`src/rtl/wb_port_arbiter.sv`:
```
// rtl/wb_port_arbiter.sv - register-file write-port arbiter: pipeline writeback vs. buffered multi-cycle results
// Optional starvation stall enabled by defining WB_ARB_STARVE_EN.
module wb_port_arbiter #(
    parameter int STARVE_LIMIT = 4
) (
    input  logic        clk,
    input  logic        rst,
    input  logic        pipe_we,
    input  logic [4:0]  pipe_rd,
    input  logic [31:0] pipe_result,
    input  logic        mc_valid,
    output logic        mc_ready,
    input  logic [4:0]  mc_rd,
    input  logic [31:0] mc_result,
    input  logic [4:0]  src_rs,
    input  logic [4:0]  src_rt,
    output logic        hazard_o,
    output logic        stall_o,
    output logic        rf_we,
    output logic [4:0]  rf_addr,
    output logic [31:0] rf_data
);

    logic [4:0]  q_rd   [2];
    logic [31:0] q_data [2];
    logic [1:0]  q_live;
    logic        rptr;
    logic        wptr;
    logic [1:0]  count;

    logic        head_valid;
    logic        full;
    logic        push;
    logic        pipe_eff;
    logic        fifo_grant;
    logic [1:0]  slot_valid;

    assign head_valid = (count != 2'd0);
    assign full       = (count == 2'd2);
    assign mc_ready   = !rst && !full;
    assign push       = mc_valid && mc_ready;
    assign pipe_eff   = pipe_we && (pipe_rd != 5'd0) && !stall_o;
    assign fifo_grant = !pipe_eff && head_valid;

    always_comb begin
        slot_valid[0] = full || (head_valid && !rptr);
        slot_valid[1] = full || (head_valid && rptr);
    end

    always_comb begin
        hazard_o = 1'b0;
        for (int i = 0; i < 2; i++) begin
            if (slot_valid[i] && q_live[i] &&
                (((src_rs != 5'd0) && (src_rs == q_rd[i])) ||
                 ((src_rt != 5'd0) && (src_rt == q_rd[i]))))
                hazard_o = 1'b1;
        end
    end

`ifdef WB_ARB_STARVE_EN
    logic [3:0] starve_cnt;

    assign stall_o = !rst && head_valid && (starve_cnt == 4'(STARVE_LIMIT));

    always_ff @(posedge clk) begin
        if (rst || fifo_grant || !head_valid)
            starve_cnt <= 4'd0;
        else
            starve_cnt <= starve_cnt + 4'd1;
    end
`else
    logic unused_cfg;
    assign unused_cfg = (STARVE_LIMIT == 0);
    assign stall_o    = 1'b0;
`endif

    // Payload storage carries no reset; validity is tracked by count/q_live.
    always_ff @(posedge clk) begin
        if (push) begin
            q_rd[wptr]   <= mc_rd;
            q_data[wptr] <= mc_result;
        end
    end

    always_ff @(posedge clk) begin
        if (rst) begin
            count   <= 2'd0;
            rptr    <= 1'b0;
            wptr    <= 1'b0;
            q_live  <= 2'b00;
            rf_we   <= 1'b0;
            rf_addr <= 5'd0;
            rf_data <= 32'd0;
        end else begin
            for (int i = 0; i < 2; i++) begin
                if (pipe_eff && slot_valid[i] && (q_rd[i] == pipe_rd))
                    q_live[i] <= 1'b0;
            end
            // A same-cycle pipe write to the same rd is younger, so the entry lands dead.
            if (push) begin
                q_live[wptr] <= (mc_rd != 5'd0) && !(pipe_eff && (mc_rd == pipe_rd));
                wptr         <= ~wptr;
            end
            if (fifo_grant)
                rptr <= ~rptr;
            count <= count + {1'b0, push} - {1'b0, fifo_grant};

            if (pipe_eff) begin
                rf_we   <= 1'b1;
                rf_addr <= pipe_rd;
                rf_data <= pipe_result;
            end else if (fifo_grant) begin
                rf_we <= q_live[rptr];
                if (q_live[rptr]) begin
                    rf_addr <= q_rd[rptr];
                    rf_data <= q_data[rptr];
                end
            end else begin
                rf_we <= 1'b0;
            end
        end
    end

endmodule
```
`config.mk`:
```
export PLATFORM = sky130hd
export DESIGN_NAME = wb_port_arbiter
export DESIGN_NICKNAME = d
export VERILOG_FILES = /design/src/rtl/wb_port_arbiter.sv
export SDC_FILE = /design/constraint.sdc
export NUM_CORES = 1
export LEC_CHECK = 0
export CORE_MARGIN = 1.5
export CORE_UTILIZATION = 44
export DETAILED_ROUTE_END_ITERATION = 7
export GPL_TIMING_DRIVEN = 0
export PLACE_DENSITY = 0.81
export SYNTH_ARGS = -nofsm -noshare
export SYNTH_HDL_FRONTEND = slang
export SYNTH_SLANG_ARGS = --single-unit
```
`constraint.sdc`:
```
create_clock -name clk -period 2 [get_ports clk]
set_input_delay 0.3 -clock clk [delete_from_list [all_inputs] [get_ports clk]]
set_output_delay 0.3 -clock clk [all_outputs]
set_load 0.005 [all_outputs]
```
### Word-level counts from Yosys, hierarchy flattened

Memories as Yosys holds them, arrays and structs flattened. A register that Yosys moved wholly into a read port is not among the register bits.
Index checks and enable logic that the tools add are counted.

* bits in registers: 44
* bits in writable memories: 74
* output and inout port bits: 41
* logic and storage cells: 88
* memories kept: 2

Memory list
* q_data: depth 2, bits a word 32, rd ports 1, clocked after memory_dff 1, write ports 1, line 25 `logic [31:0] q_data [2];`
* q_rd: depth 2, bits a word 5, rd ports 3, clocked after memory_dff 1, write ports 1, line 24 `logic [4:0] q_rd [2];`

* add/subtract/negate cells: 2
* $lt $le $gt $ge: 3
* eq/ne operators: 8
* multiplexer cells: 26
* bitwise gates (word level): 2
* reduce and logical (&&, ||, !) cells: 38

Operators with widths (count)
* 32-bit two-way mux: 3
* 5-bit == test: 7
* 1-bit logical AND: 21
* 5-bit nonzero test: 4
* 1-bit two-way mux: 17
* 5-bit two-way mux: 3
* 2-bit nonzero test: 3
* 1-bit zero test: 5
* 1-bit logical OR: 4
* 1-bit by 2-bit less-than comparator with 1-bit output (second input constant): 2
* 2-bit by 1-bit adder with 2-bit output: 1
* 2-bit bitwise mux: 1
* 2-bit == test (second input constant): 1
* 2-bit two-way mux: 1
* 1-bit inverter: 2
* 2-bit AND reduction: 1
* 2-bit by 1-bit subtractor with 2-bit output: 1
* 1-bit demux with 1-bit select: 1
* 1-bit >= comparator (second input constant): 1

### Depth between registers and ports, before layout

* depth after elaboration: 9
* depth in mapped cells: 10

### Worst setup path after synthesis

No wires, ideal clock.

* path kind: input to register
* from: in pipe_rd[4]
* to: reg count[1]
* library setup time: 0.128 ns
* arrival time: 1.916 ns
* required time: 1.872 ns
* slack: -0.044 ns
* cell stages on the path: 10
* cells stage by stage: clkbuf_1 -> o41a_1 -> buf_6 -> nor2_8 -> ha_1 -> inv_1 -> ha_1 -> xor2_1 -> xnor2_1 -> nor2_1

* longest elaborated chain between the ends: 5

RTL lines
* start: declaration: line 9 `input logic [4:0] pipe_rd,`
* 5-bit nonzero test: line 42 `assign pipe_eff = pipe_we && (pipe_rd != 5'd0) && !stall_o;`
* 1-bit logical AND: line 42
* 1-bit zero test: line 43 `assign fifo_grant = !pipe_eff && head_valid;`
* 1-bit logical AND: line 43
* net fifo_grant: line 35 `logic fifo_grant;`
* 2-bit by 1-bit subtractor with 2-bit output: line 106 `count <= count + {1'b0, push} - {1'b0, fifo_grant};`
* end signal: assignment: line 106
* end: declaration: line 29 `logic [1:0] count;`

The timed path passes the listed nets, and every way through them passes these cells.
A chain may end at the register's enable or synchronous reset.

==> summary.md <==
| Metric | Value |
|---|---|
| Run status | `complete, but fails checks` |
| Failing checks | `negative setup slack` |
| Vias | `3968` |
| Slowest CP cell | `edfxtp_1` |
| Placed cell count | `698` |
| H-tree depth | `4` |
| Clk pin slew, worst setup/hold paths | `0.05 ns` |
| Register area share after synthesis | `0.6131` |
| CTS Buf Count | `17` |
| Post-route cell area | `0.007152 mm2` |
| Max Slew Vio Count | `0` |
| Largest net degree at the start of global routing | `38` |
| DP HPWL | `8676 um` |
| Max-Slew Margin vs Limit | `0.5830` |
| First-pass DRT Iterations | `5` |
| Via density | `5.369` |
| Final Hold Fails | `0` |
| Number of global-route vias before repair | `4101` |
| Maximum vdd drop | `0.0006545 V` |
| CP startpoint kind | `register` |
| Worst Clk Skew | `0.01219 ns` |
| Global route overflow | `0` |
| Final cell count without fillers | `739` |
| Fmax | `0.4856 GHz` |
| Synth Instances | `431` |
| Min-Delay Endpoint | `rf_addr[2]$_SDFFE_PP0P_` |
| Latest clock arrival within the worst-skew pair | `0.41 ns` |
| Most frequent cells in the layout | `clkdlybuf4s50_1, nand2_1, edfxtp_1` |
| First-pass GRT wire length | `20000 um` |
| Post-synth EDFFs | `74` |
| CTS tree | `done` |
| Synthesis warning total | `0` |
| Final Worst Setup Slack | `-0.05923 ns` |
| CP arrival | `1.76 ns` |
| Hold WC Path Type | `in2reg` |
| Reg2reg path depth | `6` |
| Cells on Worst Hold Path | `3` |
| Mean Syn Cell Area | `11.82 um2` |
| Worst Hold Launch | `pipe_rd[2]` |
| Wire per inst | `17.25 um` |
| Tcrit/Tclk final | `1.030` |
| Syn Nets | `521` |
| Port Buf Inserts | `124` |
| Core Rows | `39` |
| Most common cell after layout, fill and taps aside | `clkdlybuf4s50_1` |
| DRC violations left | `0` |
| RePlAce Congestion | `0.8490` |
| GRT Total Usage | `0.2135` |
| Count of different cell masters after synthesis | `32` |
| Synth Flop Type | `edfxtp_1` |
| Placed cell area | `0.006519 mm2` |
| Cells along the critical path | `xor2_1 > nor3_1 > a31oi_1 > o22ai_1 > buf_2` |
| Sum of negative setup slack | `-0.05923 ns` |
| Pwr/cell area | `983.5 mW/mm2` |
| Initial antenna violation count | `0` |
| Layout Nets | `673` |
| Endpoint class of the critical path | `primary output` |
| Min Tclk post-route | `2.059 ns` |
| Syn-to-layout area delta | `40.41%` |
| Total leakage power | `2.508 nW` |
| Post-Route WL | `12750 um` |
| N_diodes | `0` |
| Max cap viols | `0` |
| Root Buffer | `clkbuf_16` |
| Final Setup Violations | `1` |
| WS Path Type | `reg2out` |
| Boundary pin count | `129` |
| Synth async-reset ratio | `0` |
| Total power | `7.034 mW` |
| Initial drt markers | `204` |
| Layout cells sized above 1 | `0.1191` |
| Remaining antenna violation count | `0` |
| Worst path max stage delay | `0.48 ns` |
| Effective utilization at floorplan | `0.4480` |
| Deepest clock path buffer count | `2` |
| Chip Height | `110.6 um` |
| FF+latch count, synth | `119` |
| Core Region | `0.01137 mm2` |
| FF-to-FF End | `rf_addr[0]$_SDFFE_PP0P_` |
| Critical-path maximum fanout | `4` |
| Die area | `0.01223 mm2` |
| Hold_buf cts | `0` |
| Critical Path RT | `1.70 ns` |
| Mapped cell area | `0.005094 mm2` |
| RSZ-0062 raised after global routing | `yes` |
| Die width | `110.6 um` |
| R2r startpoint | `count[0]$_SDFF_PP0_` |
| Slew of the pin with the lowest slew margin | `0.6255 ns` |
| Setup slack, reg-to-reg | `0.22 ns` |
| # clock sinks | `119` |
per-layer routing:
metal	routed length (um)	global-route usage	vias to the layer above
li1	-	-	1863
met1	4949	0.2290	1878
met2	6457	0.3667	189
met3	951	0.08068	38
met4	386	0.1094	0
met5	0	0	-
metrics by stage:
| stage | util | worst slack, ns | hold WS, ns |
|---|---|---|---|
| after detailed placement | 0.5733 | -0.6937 | 0.4583 |
| after CTS | 0.6279 | -0.03136 | 0.2139 |
| after global placement | 0.5733 | -0.6898 | 0.4516 |
| after floorplan | - | 0.002409 | 0.3989 |
| final | 0.6290 | -0.05923 | 0.2208 |
| after global routing | 0.6290 | -0.1889 | 0.2130 |
report_power, final:
part           internal, mW  leakage (nW)  total, mW  switching [mW]
sequential             2.81          1.05       2.91           0.100
clock                  1.80         0.269       2.79           0.994
combinational         0.661          1.19       1.33           0.669
total                  5.27          2.51       7.03            1.76
worst max-delay path by stage:
stage / startpoint / endpoint / slack [ns] / depth (start not counted)
3_3_place_gp: rst / q_data[0][15]$_DFFE_PP_ / -0.69 / 4
5_1_grt: q_rd[1][0]$_DFFE_PP_ / hazard_o / -0.19 / 6
6_report: q_rd[1][0]$_DFFE_PP_ / hazard_o / -0.06 / 5
4_1_cts: q_rd[1][0]$_DFFE_PP_ / hazard_o / -0.03 / 6
3_5_place_dp: pipe_rd[2] / count[1]$_SDFF_PP0_ / -0.69 / 11
2_1_floorplan: pipe_rd[4] / count[1]$_SDFF_PP0_ / 0.002 / 10
worst max-delay path, delay by kind of cell, from the launching register on:
kind / cells / cell delay, ns
xor gates and xnor gates: 1 / 0.20
AOI/OAI and AO/OA: 2 / 0.28
DFF: 1 / 0.48
and+or+nand+nor: 1 / 0.26
buffers and inverters: 1 / 0.14
registers in the layout, summed over array words and instances, names as in the netlist, named ones only:
register / cells
q_rd: 10
rf_addr: 5
wptr: 1
q_live: 2
rf_data: 32
rf_we: 1
count: 2
q_data: 64
rptr: 1
synthesized netlist by cell type, drive strengths merged, types with 2 or more instances:
library cell	instances	area (um2)
nor2b	2	12.51
nand3b	3	22.52
o22ai	3	18.77
a31oi	2	12.51
xor2	21	183.9
inv	4	15.01
buf	19	112.6
nand4	3	18.77
edfxtp	74	2222
dfxtp	45	900.9
nor3	4	20.02
nand3	3	15.01
ha	2	25.02
o211ai	37	277.8
nor2	14	71.32
clkbuf	10	37.54
nand2	79	296.5
mux2i	38	380.4
xnor2	17	148.9
a21oi	39	195.2
nor4	4	25.02
a21o	2	15.01
logic make-up (layout without fill, tap and decap cells):
family | Yosys count | after routing | synth area share
simple gates | 114 | 114 | 0.09776
flops | 119 | 119 | 0.6131
mux | 38 | 38 | 0.07467
fa+ha+maj | 2 | 2 | 0.004912
xor+xnor | 38 | 38 | 0.06534
other cells | 1 | 1 | 0.0007362
buf+inv | 33 | 198 | 0.03242
compound gates | 86 | 86 | 0.1110
cell type report:
cell class,instances,area [um2]
multi-input cells,279,1842
flip-flops and latches,119,3123
clock inverters,5,50.05
clock buffers,27,493.0
repair buffers,133,1290
well taps,143,178.9
plain buffers,29,155.1
fillers,886,4218
inverters,4,20.02
what timing repair did:
action	4_1_cts	5_1_grt
cloned	0	0
endpoints found under the setup margin	77	3
resized for setup	20	7
pin swaps	5	1
hold endpoints to repair	0	0
setup buffers	8	1
Power figures use the tool's default switching activity.
